## src/rtl/color_detect_pkg.sv

```systemverilog
// Shared encodings and default thresholds for the colour detector stream.
package color_detect_pkg;

    typedef enum logic [1:0] {
        CLS_NONE  = 2'd0,
        CLS_RED   = 2'd1,
        CLS_GREEN = 2'd2,
        CLS_BLUE  = 2'd3
    } color_class_e;

    typedef enum logic {
        ST_IDLE     = 1'b0,
        ST_IN_FRAME = 1'b1
    } frame_state_e;

    localparam int DEF_HI_THR = 150;
    localparam int DEF_LO_THR = 100;

endpackage

```

## src/rtl/color_detect_stream_classify.sv

```systemverilog
// Combinational pixel classifier: one dominant component at/above hi, the others at/below lo.
module color_classify
    import color_detect_pkg::*;
#(
    parameter int PIX_W = 8
) (
    input  logic [PIX_W-1:0] r_i,
    input  logic [PIX_W-1:0] g_i,
    input  logic [PIX_W-1:0] b_i,
    input  logic [PIX_W-1:0] hi_i,
    input  logic [PIX_W-1:0] lo_i,
    output color_class_e     cls_o
);

    logic r_hi, g_hi, b_hi;
    logic r_lo, g_lo, b_lo;

    assign r_hi = (r_i >= hi_i);
    assign g_hi = (g_i >= hi_i);
    assign b_hi = (b_i >= hi_i);
    assign r_lo = (r_i <= lo_i);
    assign g_lo = (g_i <= lo_i);
    assign b_lo = (b_i <= lo_i);

    // Priority order only matters if runtime thresholds ever make hi <= lo.
    always_comb begin
        cls_o = CLS_NONE;
        if (r_hi && g_lo && b_lo) begin
            cls_o = CLS_RED;
        end else if (g_hi && r_lo && b_lo) begin
            cls_o = CLS_GREEN;
        end else if (b_hi && r_lo && g_lo) begin
            cls_o = CLS_BLUE;
        end
    end

endmodule

```

## src/rtl/color_detect_stream.sv

```systemverilog
// Streaming colour detector: per-pixel class, persistence flags and per-frame counts.
// Define COLOR_DETECT_RUNTIME_THR_EN to add hi_thr/lo_thr inputs sampled on each sof pixel.
module color_detect_stream
    import color_detect_pkg::*;
#(
    parameter int PIX_W   = 8,
    parameter int HI_THR  = DEF_HI_THR,
    parameter int LO_THR  = DEF_LO_THR,
    parameter int PERSIST = 4,
    parameter int CNT_W   = 16
) (
    input  logic             clk,
    input  logic             reset,
    input  logic             in_valid,
    output logic             in_ready,
    input  logic             in_sof,
    input  logic             in_eof,
    input  logic [PIX_W-1:0] r_in,
    input  logic [PIX_W-1:0] g_in,
    input  logic [PIX_W-1:0] b_in,
`ifdef COLOR_DETECT_RUNTIME_THR_EN
    input  logic [PIX_W-1:0] hi_thr,
    input  logic [PIX_W-1:0] lo_thr,
`endif
    output logic             out_valid,
    input  logic             out_ready,
    output logic [1:0]       out_class,
    output logic             red_detected,
    output logic             green_detected,
    output logic             blue_detected,
    output logic [CNT_W-1:0] red_count,
    output logic [CNT_W-1:0] green_count,
    output logic [CNT_W-1:0] blue_count,
    output logic             stats_valid,
    output logic             sof_err,
    output frame_state_e     dbg_state_o
);

    localparam logic [PIX_W-1:0] HI_C    = PIX_W'(HI_THR);
    localparam logic [PIX_W-1:0] LO_C    = PIX_W'(LO_THR);
    localparam logic [7:0]       PERS_C  = 8'(PERSIST);
    localparam logic [CNT_W-1:0] CNT_MAX = '1;

    // Handshake: a pixel moves when in_valid && in_ready; the output beat moves when
    // out_valid && out_ready. The single output register frees up whenever it drains.
    logic             out_valid_q;
    color_class_e     out_class_q;
    logic             accept;
    logic [PIX_W-1:0] hi_use, lo_use;
    color_class_e     pix_cls;
    logic [2:0]       hit;

    assign in_ready = out_ready || !out_valid_q;
    assign accept   = in_valid && in_ready;

`ifdef COLOR_DETECT_RUNTIME_THR_EN
    logic [PIX_W-1:0] hi_q, lo_q;

    always_ff @(posedge clk) begin
        if (reset) begin
            hi_q <= HI_C;
            lo_q <= LO_C;
        end else if (accept && in_sof) begin
            hi_q <= hi_thr;
            lo_q <= lo_thr;
        end
    end

    // The sof pixel itself is judged with the freshly presented thresholds.
    assign hi_use = in_sof ? hi_thr : hi_q;
    assign lo_use = in_sof ? lo_thr : lo_q;
`else
    assign hi_use = HI_C;
    assign lo_use = LO_C;
`endif

    color_classify #(.PIX_W(PIX_W)) u_classify (
        .r_i  (r_in),
        .g_i  (g_in),
        .b_i  (b_in),
        .hi_i (hi_use),
        .lo_i (lo_use),
        .cls_o(pix_cls)
    );

    assign hit = {pix_cls == CLS_BLUE, pix_cls == CLS_GREEN, pix_cls == CLS_RED};

    always_ff @(posedge clk) begin
        if (reset) begin
            out_valid_q <= 1'b0;
            out_class_q <= CLS_NONE;
        end else if (accept) begin
            out_valid_q <= 1'b1;
            out_class_q <= pix_cls;
        end else if (out_ready) begin
            out_valid_q <= 1'b0;
        end
    end

    logic [2:0][7:0] match_q, match_d, miss_q, miss_d;
    logic [2:0]      det_q, det_d;

    always_comb begin
        match_d = match_q;
        miss_d  = miss_q;
        det_d   = det_q;
        if (accept) begin
            for (int c = 0; c < 3; c++) begin
                if (hit[c]) begin
                    miss_d[c]  = '0;
                    match_d[c] = (match_q[c] >= PERS_C) ? PERS_C : match_q[c] + 8'd1;
                    if (match_d[c] == PERS_C) det_d[c] = 1'b1;
                end else begin
                    match_d[c] = '0;
                    miss_d[c]  = (miss_q[c] >= PERS_C) ? PERS_C : miss_q[c] + 8'd1;
                    if (miss_d[c] == PERS_C) det_d[c] = 1'b0;
                end
            end
        end
    end

    frame_state_e         state_q, state_d;
    logic [2:0][CNT_W-1:0] cnt_q, cnt_d;
    logic                 stats_q, stats_d, sof_err_q, sof_err_d;

    always_comb begin
        state_d   = state_q;
        cnt_d     = cnt_q;
        stats_d   = 1'b0;
        sof_err_d = 1'b0;
        if (accept) begin
            if (in_sof) begin
                // A new sof always restarts counting; an open frame is simply dropped.
                sof_err_d = (state_q == ST_IN_FRAME);
                for (int c = 0; c < 3; c++) cnt_d[c] = CNT_W'(hit[c]);
                state_d = in_eof ? ST_IDLE : ST_IN_FRAME;
                stats_d = in_eof;
            end else if (state_q == ST_IN_FRAME) begin
                for (int c = 0; c < 3; c++) begin
                    if (hit[c] && cnt_q[c] != CNT_MAX) cnt_d[c] = cnt_q[c] + CNT_W'(1);
                end
                if (in_eof) begin
                    state_d = ST_IDLE;
                    stats_d = 1'b1;
                end
            end
        end
    end

    always_ff @(posedge clk) begin
        if (reset) begin
            match_q   <= '0;
            miss_q    <= '0;
            det_q     <= '0;
            state_q   <= ST_IDLE;
            cnt_q     <= '0;
            stats_q   <= 1'b0;
            sof_err_q <= 1'b0;
        end else begin
            match_q   <= match_d;
            miss_q    <= miss_d;
            det_q     <= det_d;
            state_q   <= state_d;
            cnt_q     <= cnt_d;
            stats_q   <= stats_d;
            sof_err_q <= sof_err_d;
        end
    end

    assign out_valid      = out_valid_q;
    assign out_class      = out_class_q;
    assign red_detected   = det_q[0];
    assign green_detected = det_q[1];
    assign blue_detected  = det_q[2];
    assign red_count      = cnt_q[0];
    assign green_count    = cnt_q[1];
    assign blue_count     = cnt_q[2];
    assign stats_valid    = stats_q;
    assign sof_err        = sof_err_q;
    assign dbg_state_o    = state_q;

endmodule

```

## config.mk

```make
export PLATFORM = sky130hd
export DESIGN_NAME = color_detect_stream
export DESIGN_NICKNAME = d
export VERILOG_FILES = /design/src/rtl/color_detect_pkg.sv /design/src/rtl/color_detect_stream_classify.sv /design/src/rtl/color_detect_stream.sv
export SDC_FILE = /design/constraint.sdc
export NUM_CORES = 1
export LEC_CHECK = 0
export ABC_CLOCK_PERIOD_IN_PS = 3280
export CORE_UTILIZATION = 40
export DETAILED_ROUTE_END_ITERATION = 12
export PLACE_DENSITY = 0.76
export SLEW_MARGIN = 20
export SYNTH_ARGS = -nofsm -noshare
export SYNTH_HDL_FRONTEND = slang
export SYNTH_SLANG_ARGS = --single-unit
```

## constraint.sdc

```tcl
create_clock -name clk -period 3.28 [get_ports clk]
set_input_delay 0.656 -clock clk [delete_from_list [all_inputs] [get_ports clk]]
set_output_delay 0.656 -clock clk [all_outputs]
set_load 0.02 [all_outputs]
```

==> metrics.txt, run 1 <==
outcome=complete, no violations; initial antenna violation count=0; share of the synthesized area in the top cell type=between 40 and 50%; clk_skew=between 9 and 10 ps; Final Hold Fails=0; commonest cells in the synthesized netlist=dfxtp_1 (105), a21oi_1 (54), nor2_1 (50), o21ai_0 (50), nand2_1 (46); Leak=~0.0022 uW; Routed Wire Length=about 12 mm; drt first-iter violations=365; gpl congestion=~0.84; first-pass GRT wire length=between 20 and 25 mm; CTS Buffer Depth=2; post_cts resized=0; Setup Viol. Count Final=0; post-synthesis net count=roughly 640; critical path data required time=2620 ps; Setup TNS Final=0 ps; root buffer cell=clkbuf_16; H-tree depth=3; most common cell in the synthesized netlist=dfxtp_1; max-capacitance violation count=0; die height=113 um; largest net degree at the start of global routing=46; cell taking the most area after synthesis=dfxtp_1; initial core utilization=around 41%; Num CTS Buffers=9; final worst setup slack=about 650 ps; Die W=113 um; CTS tree=done; Inst Count DP=just over 800; Worst VDD drop=0.266 mV; count of flip-flops with a built-in enable after synthesis=0; Worst-Margin Slew=between 800 and 900 ps; mux cell area share after synthesis=0%; nets@finish=between 700 and 800; CTS clk-pin slew, worst paths=~70 ps; Hold Buf Count CTS=0; Async S/R FF share, synth=0%; I/O Pins=88; Distinct cells, synth=54; Peak Freq=380 MHz; vias in the first global route=between 4,000 and 5,000; top_reg_cell synth=dfxtp_1; Tmin final=between 2000 and 3000 ps; Layout area overhead=26.3%; power density over the cells=414 nW/um2; later-pin clock latency in the skew report=roughly 360 ps; Crit Path Class=in2out; layout cell share with drive strength beyond 1=around 6.2%; Critical Path Fanout Max=6; via count=~4,700; adder-cell share of the synthesized area=roughly 3.8%; pre-CTS WS=about 370 ps; Setup crit start kind=primary input; FP Rows=40; final non-filler cell total=just over 800; gr usage total=between 10% and 20%; Yosys warning total=0; largest family of logic cells by synthesized area=simple AND/OR/NAND/NOR gates; Synth Area in Simple Gates=approximately 27%; Hold Crit Class=reg2reg; Synth area leaders=dfxtp_1 (43%), a21oi_1 (5.5%), o21ai_0 (5.1%); port bufs=between 80 and 90; Core Box Area=~12,000 um2; DRC viols=0; HPWL after DPL=8.66 mm; Die ar.=about 13,000 um2; vias per cell=between 5 and 6; CP endpoint kind=output port; Synth Instances=596; CTS Sinks=105; register area share after synthesis=between 40% and 50%; drt pass-1 iters=5; wire per inst=14.9 um; RSZ-0062 raised after global routing=false; XOR/XNOR share of the synthesized area=less than 1%; grt ovf=0; ANT cells=0; Min Hold Slack=around 450 ps; Setup Buffers After CTS=0; Slew HR=approximately 40%; worst path arrival time=around 2000 ps; Slew Limit Fails=0; Post-Syn Area=~4900 um2; Final Cycle Share=80.2%; Synth Area per Inst=just over 8 um2; post-route ant nets=0; compound-gate portion of the synthesized area=a little over a fifth; synthesized flop and latch total=roughly 110
==> per-layer routing <==
metal	vias up	GRT usage, %	share of wire, %	wire [um]
met5	-	0	0	0
met4	0	10.2	3.2	400
met3	36	5.24	4.9	609
met2	124	33.7	48	5920
met1	2238	23.4	44	5400
li1	2310	-	-	-
==> kinds of logic after synthesis <==
kind of cell / Yosys count
fa+ha+maj: 15
flops: 105
buf+inv: 55
simple gates: 252
compound gates: 168
xor+xnor: 1
==> where the power goes <==
group / switching (uW) / internal (uW) / total [uW]
combinational: 130 / 85.6 / 216
sequential: 12.6 / 1290 / 1300
clock: 493 / 548 / 1040
==> critical path, stage by stage <==
cell and delay (ps):
clkdlybuf4s50_1 450, nand2b_1 220, clkdlybuf4s50_1 650
==> per-stage QoR <==
step / cell area, um2 / power [uW] / utilization [%]
6_report: 6180 / 2560 / 51.7
5_1_grt: 6180 / 2650 / 51.7
4_1_cts: 6180 / 2570 / 51.7
3_5_place_dp: 5890 / 1540 / 49.3
3_3_place_gp: 5890 / 1530 / 49.3
2_1_floorplan: 4890 / 1450 / -
==> state kept, by name (all words and copies together) (netlist names) <==
name,count
blue_count,16
dbg_state_o,1
det_q,3
green_count,16
match_q,24
miss_q,24
out_class,2
out_valid,1
red_count,16
sof_err,1
stats_valid,1
==> placed cells by master, fill, tap and decap left out, types with 10 or more instances in the layout <==
| cell | instances |
|---|---|
| a21oi_1 | 54 |
| a31oi_1 | 17 |
| and2_1 | 34 |
| buf_4 | 12 |
| clkdlybuf4s50_1 | 87 |
| dfxtp_1 | 105 |
| ha_1 | 15 |
| inv_1 | 22 |
| nand2_1 | 46 |
| nand3_1 | 28 |
| nand4_1 | 18 |
| nor2_1 | 50 |
| nor3_1 | 14 |
| nor4_1 | 10 |
| o21ai_0 | 50 |
| or3_1 | 13 |
==> final timing paths <==
kind	startpoint	slack, ps	end	cells past startpoint
setup / recovery	out_ready	650	in_ready	3
hold / removal	miss_q[10]$_SDFFE_PP0P_	450	miss_q[10]$_SDFFE_PP0P_	2
setup reg to reg	green_count[0]$_SDFFE_PP0P_	760	green_count[10]$_SDFFE_PP0P_	6
hold reg to reg	miss_q[10]$_SDFFE_PP0P_	450	miss_q[10]$_SDFFE_PP0P_	2
==> area by class of cell <==
class,count,area (um2)
Fill cell,1114,5780
Clock buffer,11,243
Clock inverter,5,43.8
Timing Repair Buffer,99,961
Multi-Input combinational cell,436,2560
Inverter,22,82.6
Sequential cell,105,2100
Tap cell,147,184
(Power assumes the default switching activity.)
==> run 2, diff against run 1 <==
--- a/config.mk
+++ b/config.mk
@@ -5,7 +5,7 @@
 export SDC_FILE = /design/constraint.sdc
 export NUM_CORES = 1
 export LEC_CHECK = 0
-export ABC_CLOCK_PERIOD_IN_PS = 3280
+export ABC_CLOCK_PERIOD_IN_PS = 2700
 export CORE_UTILIZATION = 40
 export DETAILED_ROUTE_END_ITERATION = 12
 export PLACE_DENSITY = 0.76
==> constraint.sdc (replaced) <==
create_clock -name clk -period 2.7 [get_ports clk]
set_input_delay 0.54 -clock clk [delete_from_list [all_inputs] [get_ports clk]]
set_output_delay 0.54 -clock clk [all_outputs]
set_load 0.02 [all_outputs]
==> metrics.txt, run 2 (synthesis gave the netlist of run 1 again) <==
outcome=complete, no violations; CTS Sinks=around 110; first-pass GRT wire length=~21 mm; Peak Freq=about 420 MHz; pre-CTS WS=between 20 and 30 ps; nets@finish=728; FP Rows=40; Final Hold Fails=0; cell-internal power=~2400 uW; Core Box Area=roughly 12,000 um2; Final Cycle Share=87.5%; Flop pwr share=between 40 and 50%; Worst path max stage delay=roughly 640 ps; H-tree depth=3; initial antenna violation count=0; critical path's slowest cell=clkdlybuf4s50_1; Comb power frac=approximately 8.6%; critical path data required time=2160 ps; most frequent cells in the layout=dfxtp_1 (105), clkdlybuf4s50_1 (87), a21oi_1 (53), nor2_1 (50), o21ai_0 (50); RSZ-0062 raised after global routing=false; initial core utilization=between 40% and 50%; Setup TNS Final=0 ps; CP endpoint kind=output port; Register-to-Register Path Depth=7; die height=approximately 110 um; crit-path most repeated cell=clkdlybuf4s50_1; Worst-Margin Slew=around 660 ps; Worst VDD drop=a little over 0.3 mV; worst reg2reg path endpoint=green_count[12]$_SDFFE_PP0P_; Setup Viol. Count Final=0; met3 Track Usage GR=between 3 and 4%; vias in the first global route=between 4,000 and 5,000; later-pin clock latency in the skew report=~350 ps; worst path arrival time=between 1500 and 2000 ps; DRC viols=0; wire per inst=between 10 and 15 um; Slew HR=roughly 56%; gpl congestion=between 0.8 and 0.9; hold depth=1; final worst setup slack=between 300 and 400 ps; CP cell instances=clkdlybuf4s50_1 -> nand2b_1 -> clkdlybuf4s50_1; power density over the cells=between 500 and 600 nW/um2; most used routing layer in global routing=met2; CTS clk-pin slew, worst paths=~70 ps; Largest regs=match_q (24), miss_q (24); CP delay by family, top=buffers and inverters; worst flop-to-flop path startpoint=green_count[8]$_SDFFE_PP0P_; grt ovf=0; Setup crit start kind=primary input; Worst Setup EP=in_ready; Num CTS Buffers=9; Slew Limit Fails=0; I/O Pins=88; max-capacitance violation count=0; net switching power=796 uW; most common cell after layout, fill and taps aside=dfxtp_1; clock share of power=between 40% and 50%; Stages on worst setup path=3; r2r setup slk=370 ps; Setup Buffers After CTS=0; HPWL after DPL=8.93 mm; drt pass-1 iters=5; Layout area overhead=28.9%; WP buf/inv=2; Die ar.=between 10,000 and 15,000 um2; Crit. Startpoint=out_ready; clk_skew=9.83 ps; met2 usage=around 34%; Leak=between 0.002 and 0.0025 uW; Hold Crit Class=reg2reg; post-route ant nets=0; Switching Share=between 20% and 30%; gr usage total=20.3%; min-delay src=match_q[20]$_SDFFE_PP0P_; port bufs=87; met1 GRT Util=24.7%; FILL cells=1,089; drt first-iter violations=391; root buffer cell=clkbuf_16; CTS Buffer Depth=2; Routed Wire Length=approximately 12 mm; largest net degree at the start of global routing=40; vias per cell=5.67; ANT cells=0; Tmin final=around 2400 ps; CTS tree=done; Crit Path Class=in2out; Critical Path Fanout Max=6; via count=~4,700; Die W=113 um; layout cell share with drive strength beyond 1=approximately 7.7%
==> run 2: changes by cell type in the layout (fill, tap and decap cells not counted), moves of 2 or more <==
cell and delta:
buf_12 +2, buf_4 +8, inv_6 -2, inv_8 +3
==> run 2: how the worst min path moves through the flow <==
stage	to	slack [ps]
2_1_floorplan	match_q[20]$_SDFFE_PP0P_	420
3_3_place_gp	match_q[23]$_SDFFE_PP0P_	440
3_5_place_dp	match_q[20]$_SDFFE_PP0P_	440
4_1_cts	match_q[20]$_SDFFE_PP0P_	460
5_1_grt	match_q[20]$_SDFFE_PP0P_	480
6_report	match_q[20]$_SDFFE_PP0P_	450
==> run 2: power groups by stage <==
| stage | sequential, uW | combinational, uW | clock, uW |
|---|---|---|---|
| 5_1_grt | 1580 | 303 | 1460 |
| 6_report | 1580 | 277 | 1370 |
| 2_1_floorplan | 1620 | 142 | 0 |
| 4_1_cts | 1580 | 276 | 1400 |
| 3_3_place_gp | 1610 | 265 | 0 |
| 3_5_place_dp | 1610 | 273 | 0 |
==> run 2: worst reg2reg max path: cells and delay by family (launching register included) <==
family                 cells  cell delay, ps
and+or+nand+nor            3             760
buffers and inverters      1             170
AOI/OAI and AO/OA          3             870
DFF                        1             420
==> run 2: metrics by stage <==
stage               power, uW  std cells  hold WS, ps  instance area (um2)  utilization (%)
CTS                      3250        835          458                 6300             52.7
global route             3340        835          480                 6310             52.7
detailed placement       1890        819          435                 5990             50.1
global placement         1880        819          435                 5990             50.1
floorplan                1760        596          420                 4890                -
finish                   3220        835          452                 6310             52.7
==> run 2: timing repair <==
item                       CTS  global route
setup endpoints to repair    0             5
gates resized for setup      0             1
hold buffers                 0             0
==> run 2: layer usage <==
layer / share of wire [%] / vias up
met4: 3.4 / 0
met2: 49 / 143
met5: 0 / -
met1: 43 / 2220
met3: 4.5 / 29
li1: - / 2346
==> run 2: area by class of cell <==
type                       count  area, um2  share of cell area, %
multi-input combinational    436       2570                   40.7
inverter                      22       82.6                   1.31
clock buffer                  10        229                   3.63
timing repair buffer         109       1060                   16.8
sequential                   105       2100                   33.3
clock inverter                 6       81.3                   1.29
tap                          147        184                   2.92
==> run 3, diff against run 2 <==
--- a/config.mk
+++ b/config.mk
@@ -5,7 +5,6 @@
 export SDC_FILE = /design/constraint.sdc
 export NUM_CORES = 1
 export LEC_CHECK = 0
-export ABC_CLOCK_PERIOD_IN_PS = 2700
 export CORE_UTILIZATION = 40
 export DETAILED_ROUTE_END_ITERATION = 12
 export PLACE_DENSITY = 0.76
==> results of run 3 <==
The final DEF is identical to that of run 2; final timing and power are the same.
